**src/rtl/pixel_pkg.sv**
```systemverilog
// Shared constants for the pixel block: FSM state encoding and control-register base.
// Pure declarations, no logic, no latency, no backpressure.
// Imported by the Wishbone initiator and its compare/counter helper.
package pixel_pkg;

    typedef enum logic [1:0] {
        ST_IDLE = 2'd0,
        ST_BUS  = 2'd1,
        ST_GAP  = 2'd2,
        ST_RESP = 2'd3
    } state_t;

    localparam logic [31:0] PIXEL_CTRL_BASE = 32'h3000_0000;
    localparam int unsigned CNT_W           = 8;

endpackage

```
**src/rtl/pixel_wb_master_if.sv**
```systemverilog
// Command/response handshake plus Wishbone classic initiator signals for pixel_wb_master.
// Wires only, no latency; backpressure is cmd_ready_o and wbm_ack_i.
// master = the initiator block, slave = the sequencer/responder side.
interface pixel_wb_master_if #(
    parameter int ADDR_W = 32
);
    logic              cmd_valid_i;
    logic              cmd_ready_o;
    logic              cmd_we_i;
    logic              cmd_poll_i;
    logic [ADDR_W-1:0] cmd_adr_i;
    logic [31:0]       cmd_dat_i;
    logic [31:0]       cmd_mask_i;
    logic [3:0]        cmd_sel_i;

    logic              rsp_valid_o;
    logic [31:0]       rsp_dat_o;
    logic              rsp_err_o;
    logic [7:0]        rsp_cnt_o;

    logic              wbm_cyc_o;
    logic              wbm_stb_o;
    logic              wbm_we_o;
    logic [3:0]        wbm_sel_o;
    logic [ADDR_W-1:0] wbm_adr_o;
    logic [31:0]       wbm_dat_o;
    logic              wbm_ack_i;
    logic [31:0]       wbm_dat_i;

    modport master (
        input  cmd_valid_i, cmd_we_i, cmd_poll_i, cmd_adr_i, cmd_dat_i, cmd_mask_i, cmd_sel_i,
        output cmd_ready_o,
        output rsp_valid_o, rsp_dat_o, rsp_err_o, rsp_cnt_o,
        output wbm_cyc_o, wbm_stb_o, wbm_we_o, wbm_sel_o, wbm_adr_o, wbm_dat_o,
        input  wbm_ack_i, wbm_dat_i
    );

    modport slave (
        output cmd_valid_i, cmd_we_i, cmd_poll_i, cmd_adr_i, cmd_dat_i, cmd_mask_i, cmd_sel_i,
        input  cmd_ready_o,
        input  rsp_valid_o, rsp_dat_o, rsp_err_o, rsp_cnt_o,
        input  wbm_cyc_o, wbm_stb_o, wbm_we_o, wbm_sel_o, wbm_adr_o, wbm_dat_o,
        output wbm_ack_i, wbm_dat_i
    );
endinterface

```
**src/rtl/pixel_wb_poll_cmp.sv**
```systemverilog
// Masked read-data compare plus saturating attempt counter for poll commands.
// Compare is combinational; counter updates one cycle after clr/inc.
// No backpressure: the caller decides when to clear and increment.
module pixel_wb_poll_cmp
    import pixel_pkg::*;
(
    input  logic             clk,
    input  logic             rst,
    input  logic [31:0]      rd_dat,
    input  logic [31:0]      cmp_dat,
    input  logic [31:0]      mask,
    input  logic             clr,
    input  logic             inc,
    output logic             match,
    output logic [CNT_W-1:0] cnt_q,
    output logic [CNT_W-1:0] cnt_nxt
);

    assign match   = ((rd_dat & mask) == (cmp_dat & mask));
    assign cnt_nxt = (cnt_q == {CNT_W{1'b1}}) ? cnt_q : cnt_q + 1'b1;

    always_ff @(posedge clk) begin
        if (rst) begin
            cnt_q <= '0;
        end else if (clr) begin
            cnt_q <= '0;
        end else if (inc) begin
            cnt_q <= cnt_nxt;
        end
    end

endmodule

```
**src/rtl/pixel_wb_master.sv**
```systemverilog
// Single-command Wishbone classic initiator (read, write, bounded read-poll); bus-hang timeout under PIXEL_WB_MASTER_TIMEOUT_EN.
// Latency: stb one cycle after handshake, response pulse the cycle after ack.
// Backpressure: cmd_ready_o only in IDLE; no queueing, one response per command.
module pixel_wb_master
    import pixel_pkg::*;
#(
    parameter int ADDR_W      = 32,
    parameter int POLL_MAX    = 255,
    parameter int POLL_GAP    = 4,
    parameter int TIMEOUT_CYC = 1023
) (
    input  logic                  wb_clk_i,
    input  logic                  wb_rst_i,
    pixel_wb_master_if.master     bus
);

    // Attempt counter is 8 bits wide, so the poll bound cannot usefully exceed 255.
    localparam int          POLL_LIM   = (POLL_MAX > 255) ? 255 : POLL_MAX;
    localparam logic [7:0]  POLL_LIM8  = POLL_LIM[7:0];
    localparam int          GAP_W      = (POLL_GAP > 1) ? $clog2(POLL_GAP) : 1;
    localparam int          GAP_LAST_I = (POLL_GAP > 0) ? POLL_GAP - 1 : 0;
    localparam logic [GAP_W-1:0] GAP_LAST = GAP_LAST_I[GAP_W-1:0];

    state_t            state_q, state_d;
    logic              we_q, poll_q;
    logic [ADDR_W-1:0] adr_q;
    logic [31:0]       dat_q, mask_q;
    logic [3:0]        sel_q;
    logic [GAP_W-1:0]  gap_cnt_q;

    logic [31:0]       rsp_dat_q, rsp_dat_d;
    logic              rsp_err_q, rsp_err_d;
    logic [7:0]        rsp_cnt_q, rsp_cnt_d;

    logic              cap, cnt_clr, cnt_inc, rsp_load, to_hit;
    logic              match;
    logic [7:0]        cnt_q, cnt_nxt;

    pixel_wb_poll_cmp u_poll_cmp (
        .clk     (wb_clk_i),
        .rst     (wb_rst_i),
        .rd_dat  (bus.wbm_dat_i),
        .cmp_dat (dat_q),
        .mask    (mask_q),
        .clr     (cnt_clr),
        .inc     (cnt_inc),
        .match   (match),
        .cnt_q   (cnt_q),
        .cnt_nxt (cnt_nxt)
    );

`ifdef PIXEL_WB_MASTER_TIMEOUT_EN
    localparam int TO_W = $clog2(TIMEOUT_CYC + 1);
    localparam int TO_LAST_I = TIMEOUT_CYC - 1;
    localparam logic [TO_W-1:0] TO_LAST = TO_LAST_I[TO_W-1:0];
    logic [TO_W-1:0] to_cnt_q;

    // Cleared outside BUS and on every ack so each bus attempt gets a fresh budget.
    always_ff @(posedge wb_clk_i) begin
        if (wb_rst_i || state_q != ST_BUS || bus.wbm_ack_i) begin
            to_cnt_q <= '0;
        end else begin
            to_cnt_q <= to_cnt_q + 1'b1;
        end
    end
    assign to_hit = (state_q == ST_BUS) && !bus.wbm_ack_i && (to_cnt_q == TO_LAST);
`else
    assign to_hit = 1'b0;
`endif

    always_comb begin
        state_d   = state_q;
        cap       = 1'b0;
        cnt_clr   = 1'b0;
        cnt_inc   = 1'b0;
        rsp_load  = 1'b0;
        rsp_dat_d = 32'h0;
        rsp_err_d = 1'b0;
        rsp_cnt_d = cnt_nxt;
        unique case (state_q)
            ST_IDLE: begin
                if (bus.cmd_valid_i) begin
                    cap     = 1'b1;
                    cnt_clr = 1'b1;
                    state_d = ST_BUS;
                end
            end
            ST_BUS: begin
                if (bus.wbm_ack_i) begin
                    cnt_inc   = 1'b1;
                    rsp_dat_d = we_q ? 32'h0 : bus.wbm_dat_i;
                    if (we_q || !poll_q || match) begin
                        rsp_load = 1'b1;
                        state_d  = ST_RESP;
                    end else if (cnt_nxt >= POLL_LIM8) begin
                        rsp_load  = 1'b1;
                        rsp_err_d = 1'b1;
                        state_d   = ST_RESP;
                    end else begin
                        state_d = (POLL_GAP == 0) ? ST_BUS : ST_GAP;
                    end
                end else if (to_hit) begin
                    rsp_load  = 1'b1;
                    rsp_err_d = 1'b1;
                    rsp_cnt_d = cnt_q;
                    state_d   = ST_RESP;
                end
            end
            ST_GAP: begin
                if (gap_cnt_q == GAP_LAST) begin
                    state_d = ST_BUS;
                end
            end
            ST_RESP: state_d = ST_IDLE;
            default: state_d = ST_IDLE;
        endcase
    end

    always_ff @(posedge wb_clk_i) begin
        if (wb_rst_i) begin
            state_q   <= ST_IDLE;
            we_q      <= 1'b0;
            poll_q    <= 1'b0;
            adr_q     <= '0;
            dat_q     <= 32'h0;
            mask_q    <= 32'h0;
            sel_q     <= 4'h0;
            gap_cnt_q <= '0;
            rsp_dat_q <= 32'h0;
            rsp_err_q <= 1'b0;
            rsp_cnt_q <= 8'h0;
        end else begin
            state_q   <= state_d;
            gap_cnt_q <= (state_q == ST_GAP) ? gap_cnt_q + 1'b1 : '0;
            if (cap) begin
                we_q   <= bus.cmd_we_i;
                poll_q <= bus.cmd_poll_i & ~bus.cmd_we_i;
                adr_q  <= bus.cmd_adr_i;
                dat_q  <= bus.cmd_dat_i;
                mask_q <= bus.cmd_mask_i;
                sel_q  <= bus.cmd_sel_i;
            end
            if (rsp_load) begin
                rsp_dat_q <= rsp_dat_d;
                rsp_err_q <= rsp_err_d;
                rsp_cnt_q <= rsp_cnt_d;
            end
        end
    end

    assign bus.cmd_ready_o = (state_q == ST_IDLE);
    assign bus.rsp_valid_o = (state_q == ST_RESP);
    assign bus.rsp_dat_o   = rsp_dat_q;
    assign bus.rsp_err_o   = rsp_err_q;
    assign bus.rsp_cnt_o   = rsp_cnt_q;
    assign bus.wbm_cyc_o   = (state_q == ST_BUS);
    assign bus.wbm_stb_o   = (state_q == ST_BUS);
    assign bus.wbm_we_o    = we_q;
    assign bus.wbm_sel_o   = sel_q;
    assign bus.wbm_adr_o   = adr_q;
    assign bus.wbm_dat_o   = dat_q;

endmodule
```
**src/flat_wrapper.sv**
```systemverilog
// flat-port wrapper written by rule: the top's interface ports become plain ports
module pixel_wb_master_flat import pixel_pkg::*;
#(
    parameter int ADDR_W      = 32,
    parameter int POLL_MAX    = 255,
    parameter int POLL_GAP    = 4,
    parameter int TIMEOUT_CYC = 1023
)
  (wb_clk_i, wb_rst_i, bus_cmd_valid_i, bus_cmd_we_i, bus_cmd_poll_i, bus_cmd_adr_i, bus_cmd_dat_i, bus_cmd_mask_i, bus_cmd_sel_i, bus_cmd_ready_o, bus_rsp_valid_o, bus_rsp_dat_o, bus_rsp_err_o, bus_rsp_cnt_o, bus_wbm_cyc_o, bus_wbm_stb_o, bus_wbm_we_o, bus_wbm_sel_o, bus_wbm_adr_o, bus_wbm_dat_o, bus_wbm_ack_i, bus_wbm_dat_i);
  pixel_wb_master_if #(.ADDR_W(ADDR_W)) bus_i ();
  input  logic wb_clk_i;
  input  logic wb_rst_i;
  input wire logic [$bits(bus_i.cmd_valid_i)-1:0] bus_cmd_valid_i;
  input wire logic [$bits(bus_i.cmd_we_i)-1:0] bus_cmd_we_i;
  input wire logic [$bits(bus_i.cmd_poll_i)-1:0] bus_cmd_poll_i;
  input wire logic [$bits(bus_i.cmd_adr_i)-1:0] bus_cmd_adr_i;
  input wire logic [$bits(bus_i.cmd_dat_i)-1:0] bus_cmd_dat_i;
  input wire logic [$bits(bus_i.cmd_mask_i)-1:0] bus_cmd_mask_i;
  input wire logic [$bits(bus_i.cmd_sel_i)-1:0] bus_cmd_sel_i;
  output wire logic [$bits(bus_i.cmd_ready_o)-1:0] bus_cmd_ready_o;
  output wire logic [$bits(bus_i.rsp_valid_o)-1:0] bus_rsp_valid_o;
  output wire logic [$bits(bus_i.rsp_dat_o)-1:0] bus_rsp_dat_o;
  output wire logic [$bits(bus_i.rsp_err_o)-1:0] bus_rsp_err_o;
  output wire logic [$bits(bus_i.rsp_cnt_o)-1:0] bus_rsp_cnt_o;
  output wire logic [$bits(bus_i.wbm_cyc_o)-1:0] bus_wbm_cyc_o;
  output wire logic [$bits(bus_i.wbm_stb_o)-1:0] bus_wbm_stb_o;
  output wire logic [$bits(bus_i.wbm_we_o)-1:0] bus_wbm_we_o;
  output wire logic [$bits(bus_i.wbm_sel_o)-1:0] bus_wbm_sel_o;
  output wire logic [$bits(bus_i.wbm_adr_o)-1:0] bus_wbm_adr_o;
  output wire logic [$bits(bus_i.wbm_dat_o)-1:0] bus_wbm_dat_o;
  input wire logic [$bits(bus_i.wbm_ack_i)-1:0] bus_wbm_ack_i;
  input wire logic [$bits(bus_i.wbm_dat_i)-1:0] bus_wbm_dat_i;
  assign bus_i.cmd_valid_i = bus_cmd_valid_i;
  assign bus_i.cmd_we_i = bus_cmd_we_i;
  assign bus_i.cmd_poll_i = bus_cmd_poll_i;
  assign bus_i.cmd_adr_i = bus_cmd_adr_i;
  assign bus_i.cmd_dat_i = bus_cmd_dat_i;
  assign bus_i.cmd_mask_i = bus_cmd_mask_i;
  assign bus_i.cmd_sel_i = bus_cmd_sel_i;
  assign bus_cmd_ready_o = bus_i.cmd_ready_o;
  assign bus_rsp_valid_o = bus_i.rsp_valid_o;
  assign bus_rsp_dat_o = bus_i.rsp_dat_o;
  assign bus_rsp_err_o = bus_i.rsp_err_o;
  assign bus_rsp_cnt_o = bus_i.rsp_cnt_o;
  assign bus_wbm_cyc_o = bus_i.wbm_cyc_o;
  assign bus_wbm_stb_o = bus_i.wbm_stb_o;
  assign bus_wbm_we_o = bus_i.wbm_we_o;
  assign bus_wbm_sel_o = bus_i.wbm_sel_o;
  assign bus_wbm_adr_o = bus_i.wbm_adr_o;
  assign bus_wbm_dat_o = bus_i.wbm_dat_o;
  assign bus_i.wbm_ack_i = bus_wbm_ack_i;
  assign bus_i.wbm_dat_i = bus_wbm_dat_i;
  pixel_wb_master #(.ADDR_W(ADDR_W), .POLL_MAX(POLL_MAX), .POLL_GAP(POLL_GAP), .TIMEOUT_CYC(TIMEOUT_CYC)) u_core (.wb_clk_i(wb_clk_i), .wb_rst_i(wb_rst_i), .bus(bus_i));
endmodule
```
**config.mk**
```make
export PLATFORM = sky130hd
export DESIGN_NAME = pixel_wb_master_flat
export DESIGN_NICKNAME = d
export VERILOG_FILES = /design/src/rtl/pixel_pkg.sv /design/src/rtl/pixel_wb_master_if.sv /design/src/rtl/pixel_wb_poll_cmp.sv /design/src/rtl/pixel_wb_master.sv /design/src/flat_wrapper.sv
export SDC_FILE = /design/constraint.sdc
export NUM_CORES = 1
export LEC_CHECK = 0
export ABC_CLOCK_PERIOD_IN_PS = 2600
export CAP_MARGIN = 15
export CORE_MARGIN = 1
export CORE_UTILIZATION = 30
export DETAILED_ROUTE_END_ITERATION = 16
export SLEW_MARGIN = 20
export SYNTH_ARGS = -nofsm -noshare
export SYNTH_HDL_FRONTEND = slang
export SYNTH_SLANG_ARGS = --single-unit
```
**constraint.sdc**
```tcl
create_clock -name wb_clk_i -period 2.6 [get_ports wb_clk_i]
set_clock_uncertainty 0.05 [all_clocks]
set_input_delay 0.65 -clock wb_clk_i [delete_from_list [all_inputs] [get_ports wb_clk_i]]
set_output_delay 0.65 -clock wb_clk_i [all_outputs]
set_load 0.03 [all_outputs]
```
### Yosys cells after proc, flatten, opt, wreduce, memory -nomap -nowiden

Cells that the tools add are included.

* flip-flop bits (word level): 155
* logic and storage cells: 57

* reductions and logical operators: 7
* $add $sub $neg: 2
* order comparisons: 1
* bitwise operators: 5
* equal/unequal tests: 9
* multiplexer cells: 21

Operators with widths (count)
* $mux 32: 3
* $and 32x32->32: 2
* $eq 32x32->1: 1
* $mux 1: 12
* $add 8x1->8 const B: 1
* $eq 8x8->1 const B: 1
* $ge 8x8->1 const B: 1
* $mux 2: 4
* $mux 8: 1
* $pmux 2 s4: 1
* $eq 2x2->1 const B: 3
* $ne 2x1->1 const B: 2
* $reduce_or 2->1: 2
* $reduce_and 3->1: 1
* $add 2x1->2 const B: 1
* $eq 2x1->1 const B: 1
* $logic_not 2->1: 1
* $logic_or 1x1->1: 2
* $ne 2x2->1 const B: 1
* $not 1->1: 2
* $and 1x1->1: 1
* $logic_not 1->1: 1

### Depth between registers and ports, before layout

Gate-level depths: netlist of run 1.

* depth after elaboration: 7
* gate-level depth with buffers: 8
* depth with buffers taken out: 7

### Cells and area by module

Synthesis of run 1 repeated with hierarchy kept, for this count alone.

* cell total of the unflattened synthesis: 766
* area, all modules: 6449.9 um^2

Modules (own cells, without submodules)
* pixel_wb_master: sequential area each 2942.8 um^2, cells each 649, area each 5461.5 um^2, times used 1
* pixel_wb_poll_cmp: sequential area each 160.2 um^2, cells each 117, area each 988.4 um^2, times used 1

### Least setup slack after synthesis of run 1

No wires, ideal clock.

* path type: register to register
* from: register u_core.u_poll_cmp.cnt_q[0]
* to: register u_core.rsp_cnt_q[4], in the netlist u_core.bus.rsp_cnt_o[4]
* path buffers: 1
* setup slack: 0.178 ns
* data arrival time: 2.300 ns
* stages on the path, launching flop included: 9
* clock period less this slack: 2.422 ns
* path through: dfxtp_1 > ha_1 > and4_4 > o2bb2ai_1 > o211ai_1 > or4_4 > a31oi_4 > buf_6 > mux2i_1

* word-level cells in the longest chain between the ends: 7
* elaborated cells on any way between the ends: 8
* classes of those cells: add/sub (1); order compare (1); eq/ne (1); mux (5)

RTL lines
* start: declaration: line pixel_wb_poll_cmp.sv:15 `output logic [CNT_W-1:0] cnt_q,`
* start signal: assignment: line pixel_wb_poll_cmp.sv:28 `cnt_q <= cnt_nxt;`
* $add 8x1->8 / $eq 8x8->1 (equally long branches): line pixel_wb_poll_cmp.sv:20 `assign cnt_nxt = (cnt_q == {CNT_W{1'b1}}) ? cnt_q : cnt_q + 1'b1;`
* $mux 8 *: line pixel_wb_poll_cmp.sv:20
* $ge 8x8->1: line pixel_wb_master.sv:95 `end else if (cnt_nxt >= POLL_LIM8) begin`
* $mux 1: line pixel_wb_master.sv:95
* $mux 1: line pixel_wb_master.sv:92 `if (we_q || !poll_q || match) begin`
* $mux 1: line pixel_wb_master.sv:89 `if (bus.wbm_ack_i) begin`
* $mux 1: line pixel_wb_master.sv:80 `unique case (state_q)`
* end signal: assignment: line pixel_wb_master.sv:146 `rsp_cnt_q <= rsp_cnt_d;`
* end: declaration: line pixel_wb_master.sv:33 `logic [7:0] rsp_cnt_q, rsp_cnt_d;`

Mark *: on every way between the ends. The rest lies on a longest branch, timed or not.
A chain may end at the register's enable or synchronous reset.

### Worst setup path in the final report of run 1

* from: input port bus_wbm_dat_i[19]
* to: register u_core.rsp_dat_q[24], in the netlist u_core.bus.rsp_dat_o[24]

* word-level cells in the longest chain between the ends: 6

RTL lines
* start: declaration: line flat_wrapper.sv:32 `input wire logic [$bits(bus_i.wbm_dat_i)-1:0] bus_wbm_dat_i;`
* $and 32x32->32: line pixel_wb_poll_cmp.sv:19 `assign match = ((rd_dat & mask) == (cmp_dat & mask));`
* $eq 32x32->1: line pixel_wb_poll_cmp.sv:19
* $logic_or 1x1->1: line pixel_wb_master.sv:92
* $mux 1: line pixel_wb_master.sv:92
* $mux 1: line pixel_wb_master.sv:89
* $mux 1: line pixel_wb_master.sv:80
* end signal: assignment: line pixel_wb_master.sv:144 `rsp_dat_q <= rsp_dat_d;`
* end: declaration: line pixel_wb_master.sv:31 `logic [31:0] rsp_dat_q, rsp_dat_d;`

Every way passes these cells.

==> results of run 1 <==
[worst reg2reg max path: stages, from the launching register on]
cell	delay, ns
dfxtp_1	0.39
buf_4	0.17
nand4_1	0.13
or2_4	0.29
mux2i_4	0.22
nor3_1	0.08
buf_4	0.17
a32oi_4	0.54
clkbuf_16	0.27
o32ai_1	0.08
[stage by stage]
step                TNS, ns  setup WS (ns)
global placement     -17.64         -0.458
finish                    0         0.0392
floorplan                 0          0.178
CTS                       0         0.0216
detailed placement   -18.82         -0.495
global route         -0.191        -0.0585
[area by class of cell]
cell class	count	share of cell area [%]
repair buffers	302	29.9
multi-input cells	497	28.1
inverters	70	2.53
flip-flops and latches	155	29.9
well taps	270	3.25
clock inverters	14	2.08
clock buffers	18	4.23
diodes	2	0.0482
[power breakdown]
part	internal, mW	switching (mW)	total, mW	leakage (nW)
Sequential	2.51	0.0966	2.61	1.27
Combinational	0.580	0.647	1.23	2.58
Clock	1.74	1.04	2.78	0.321
[kinds of logic after synthesis]
logic type,count (synthesis),share of synthesized area (%)
AO/OA/AOI/OAI,179,18.2
XOR/XNOR,35,4.89
adder cells (fa/ha/maj),2,0.399
buffers and inverters,121,7.74
flip-flops,155,49.5
multiplexers,9,1.48
AND/OR/NAND/NOR,272,17.7
[flip-flops by register name (all words and copies together) (netlist names)]
signal	flops
u_core.bus.rsp_dat_o	32
u_core.bus.wbm_adr_o	32
u_core.bus.wbm_dat_o	32
u_core.mask_q	32
u_core.bus.rsp_cnt_o	8
u_core.u_poll_cmp.cnt_q	8
u_core.bus.wbm_sel_o	4
u_core.gap_cnt_q	2
u_core.state_q	2
u_core.bus.rsp_err_o	1
u_core.bus.wbm_we_o	1
u_core.poll_q	1
[cells in the final DEF (no fill, tap or decap), drive strengths merged, types with 2 or more instances in the layout]
master and count:
a211oi 4, nor2 17, o41ai 2, diode 2, clkinv 6, clkbuf 21
o32ai 33, o31ai 2, clkdlybuf4s50 224, xor2 33, and2 3, nor3 5
nand4 6, nor4 2, nand3b 2, dfxtp 155, o21ai 3, dlymetal6s2s 26
a21oi 109, or3 2, xnor2 2, nand2 225, ha 2, mux2i 7
o211a 2, a31oi 3, bufinv 5, buf 49, a22oi 16, mux2 2
inv 72
[path summary, 6_finish.rpt]
| check | slack, ns | depth (start not counted) | startpoint | end |
|---|---|---|---|---|
| setup / recovery | 0.04 | 10 | bus_wbm_dat_i[19] | u_core.bus.rsp_dat_o[24] |
| hold / removal | 0.40 | 1 | u_core.gap_cnt_q[0] | u_core.gap_cnt_q[0] |
| setup reg to reg | 0.08 | 9 | u_core.u_poll_cmp.cnt_q[0] | u_core.bus.rsp_dat_o[24] |
| hold reg to reg | 0.40 | 1 | u_core.gap_cnt_q[0] | u_core.gap_cnt_q[0] |
[layer usage]
metal	share of wire, %	global-route usage, %	wire length (um)	vias up
li1	-	-	-	3110
met1	44	24.7	9390	2838
met2	47	31.4	10100	212
met3	7.5	6.84	1590	12
met4	1.2	5.00	263	0
met5	0	0	0	-
[what timing repair did]
action                                  in CTS  in global routing
endpoints found under the hold margin        0                  0
cloned                                       0                  4
resized for setup                            5                 59
setup buffers                                0                  2
pin swaps                                    0                 23
endpoints found under the setup margin      31                 41
==> run metrics, run 1 <==
clock latency on the worst-skew pair about 0.42 ns; Slew Viols, Final 0; crit-path leading delay family buffers and inverters; register area share after synthesis 49.5%; Critical path buffers and inverters 4; slowest stage delay, CP 0.54 ns; H-tree Lvls 4; CP Data Required Time 2.83 ns; RePlAce Congestion ~0.85; period utilization 98.5%; outcome finished, final reports clean; CTS Buffer Depth 2; Rel. slew slack 57.2%; Layout area overhead 65.7%; Power Dens Cells 637 nW/um2; critical path type primary input to flip-flop; Pwr Total 6.61 mW; CP Launch Type primary input; via/cell ratio approximately 4.6; Netlist cell types 47; Placed Instances 1288; layout cells sized above 1 11.8%; Tightest Pin Transition roughly 0.63 ns; Final Cell Area 10400 um2; Initial DRC Count between 200 and 250; Wirelength per Cell roughly 16 um; Final Util 51.0%; Initial Util 30.8%; Setup Viol. Count Final 0; crit end category flip-flop; CTS tree built; Clk pin slew, worst setup/hold paths 0.07 ns; Die W 147 um; Root Driver clkbuf_16; TritonCTS buffer count 17; post-synth top area share 49.5%; Worst Path Max Fanout 6; Leak Pwr 4.17 nW; Async S/R FF share, synth 0%; DIE AREA 21500 um2; std cell rows 52; Critical Path, Cell by Cell clkdlybuf4s50_1, xor2_2, a22oi_2, nand4_1, buf_4, o41ai_2, buf_4, a32oi_4, clkbuf_16, o32ai_1; VDD IR max 0.451 mV; min cycle time layout 2.56 ns; Global Route Usage Sum approximately 19%; Core ar. 20400 um2; top post-synthesis cells by area dfxtp_1 (50%), nand2_1 (13%), a21oi_1 (8.7%); FF+latch count, synth 155; total grt overflow 0; critical path's slowest cell clkdlybuf4s50_1; count leader, synth nand2_1; fill cell count about 1900; largest net degree at the start of global routing a little over 70; first-pass GRT wire length roughly 32000 um; Synth Net Count 913; DP HPWL 14900 um; number of global-route vias before repair 5802; number of antenna violations at the first check in global routing 1; max-cap viol count 0; CP most frequent cell buf_4; CP arrival roughly 2.8 ns; drt first pass iters 4; io pins 252; Clock Sinks 155; hold slack about 0.4 ns; DRT antenna net count 0; most instantiated cells after synthesis nand2_1 (225), dfxtp_1 (155), a21oi_1 (109), inv_1 (70), clkbuf_1 (41); mapped cell area 6270 um2; top_reg_cell synth dfxtp_1; Post-synth EDFFs 0; final cell count without fillers between 1000 and 1500; Final nets 1183; multi-input combinational cell area 2920 um2; area leader, netlist dfxtp_1; die height around 150 um; via count 6172; Post-Syn Instances slightly below 800; sequential standard cell area 3100 um2; Post-route DRC 0; Placed Instance Area 9320 um2; Mapped Avg Cell Area 8.11 um2; final hold violation count 0; Port Buffer Count 251; hold buffer count at CTS 0; yosys warns 0; drt total wl between 20000 and 25000 um; type of the most critical hold path flip-flop to flip-flop; highest clock rate 0.391 GHz
(Power assumes the default switching activity.)
==> inputs of run 2 (changes only) <==
--- a/config.mk
+++ b/config.mk
@@ -6,7 +6,6 @@
 export NUM_CORES = 1
 export LEC_CHECK = 0
 export ABC_CLOCK_PERIOD_IN_PS = 2600
-export CAP_MARGIN = 15
 export CORE_MARGIN = 1
 export CORE_UTILIZATION = 30
 export DETAILED_ROUTE_END_ITERATION = 16
==> results of run 2 <==
No change in the layout: final DEF, timing and power equal those of run 1.
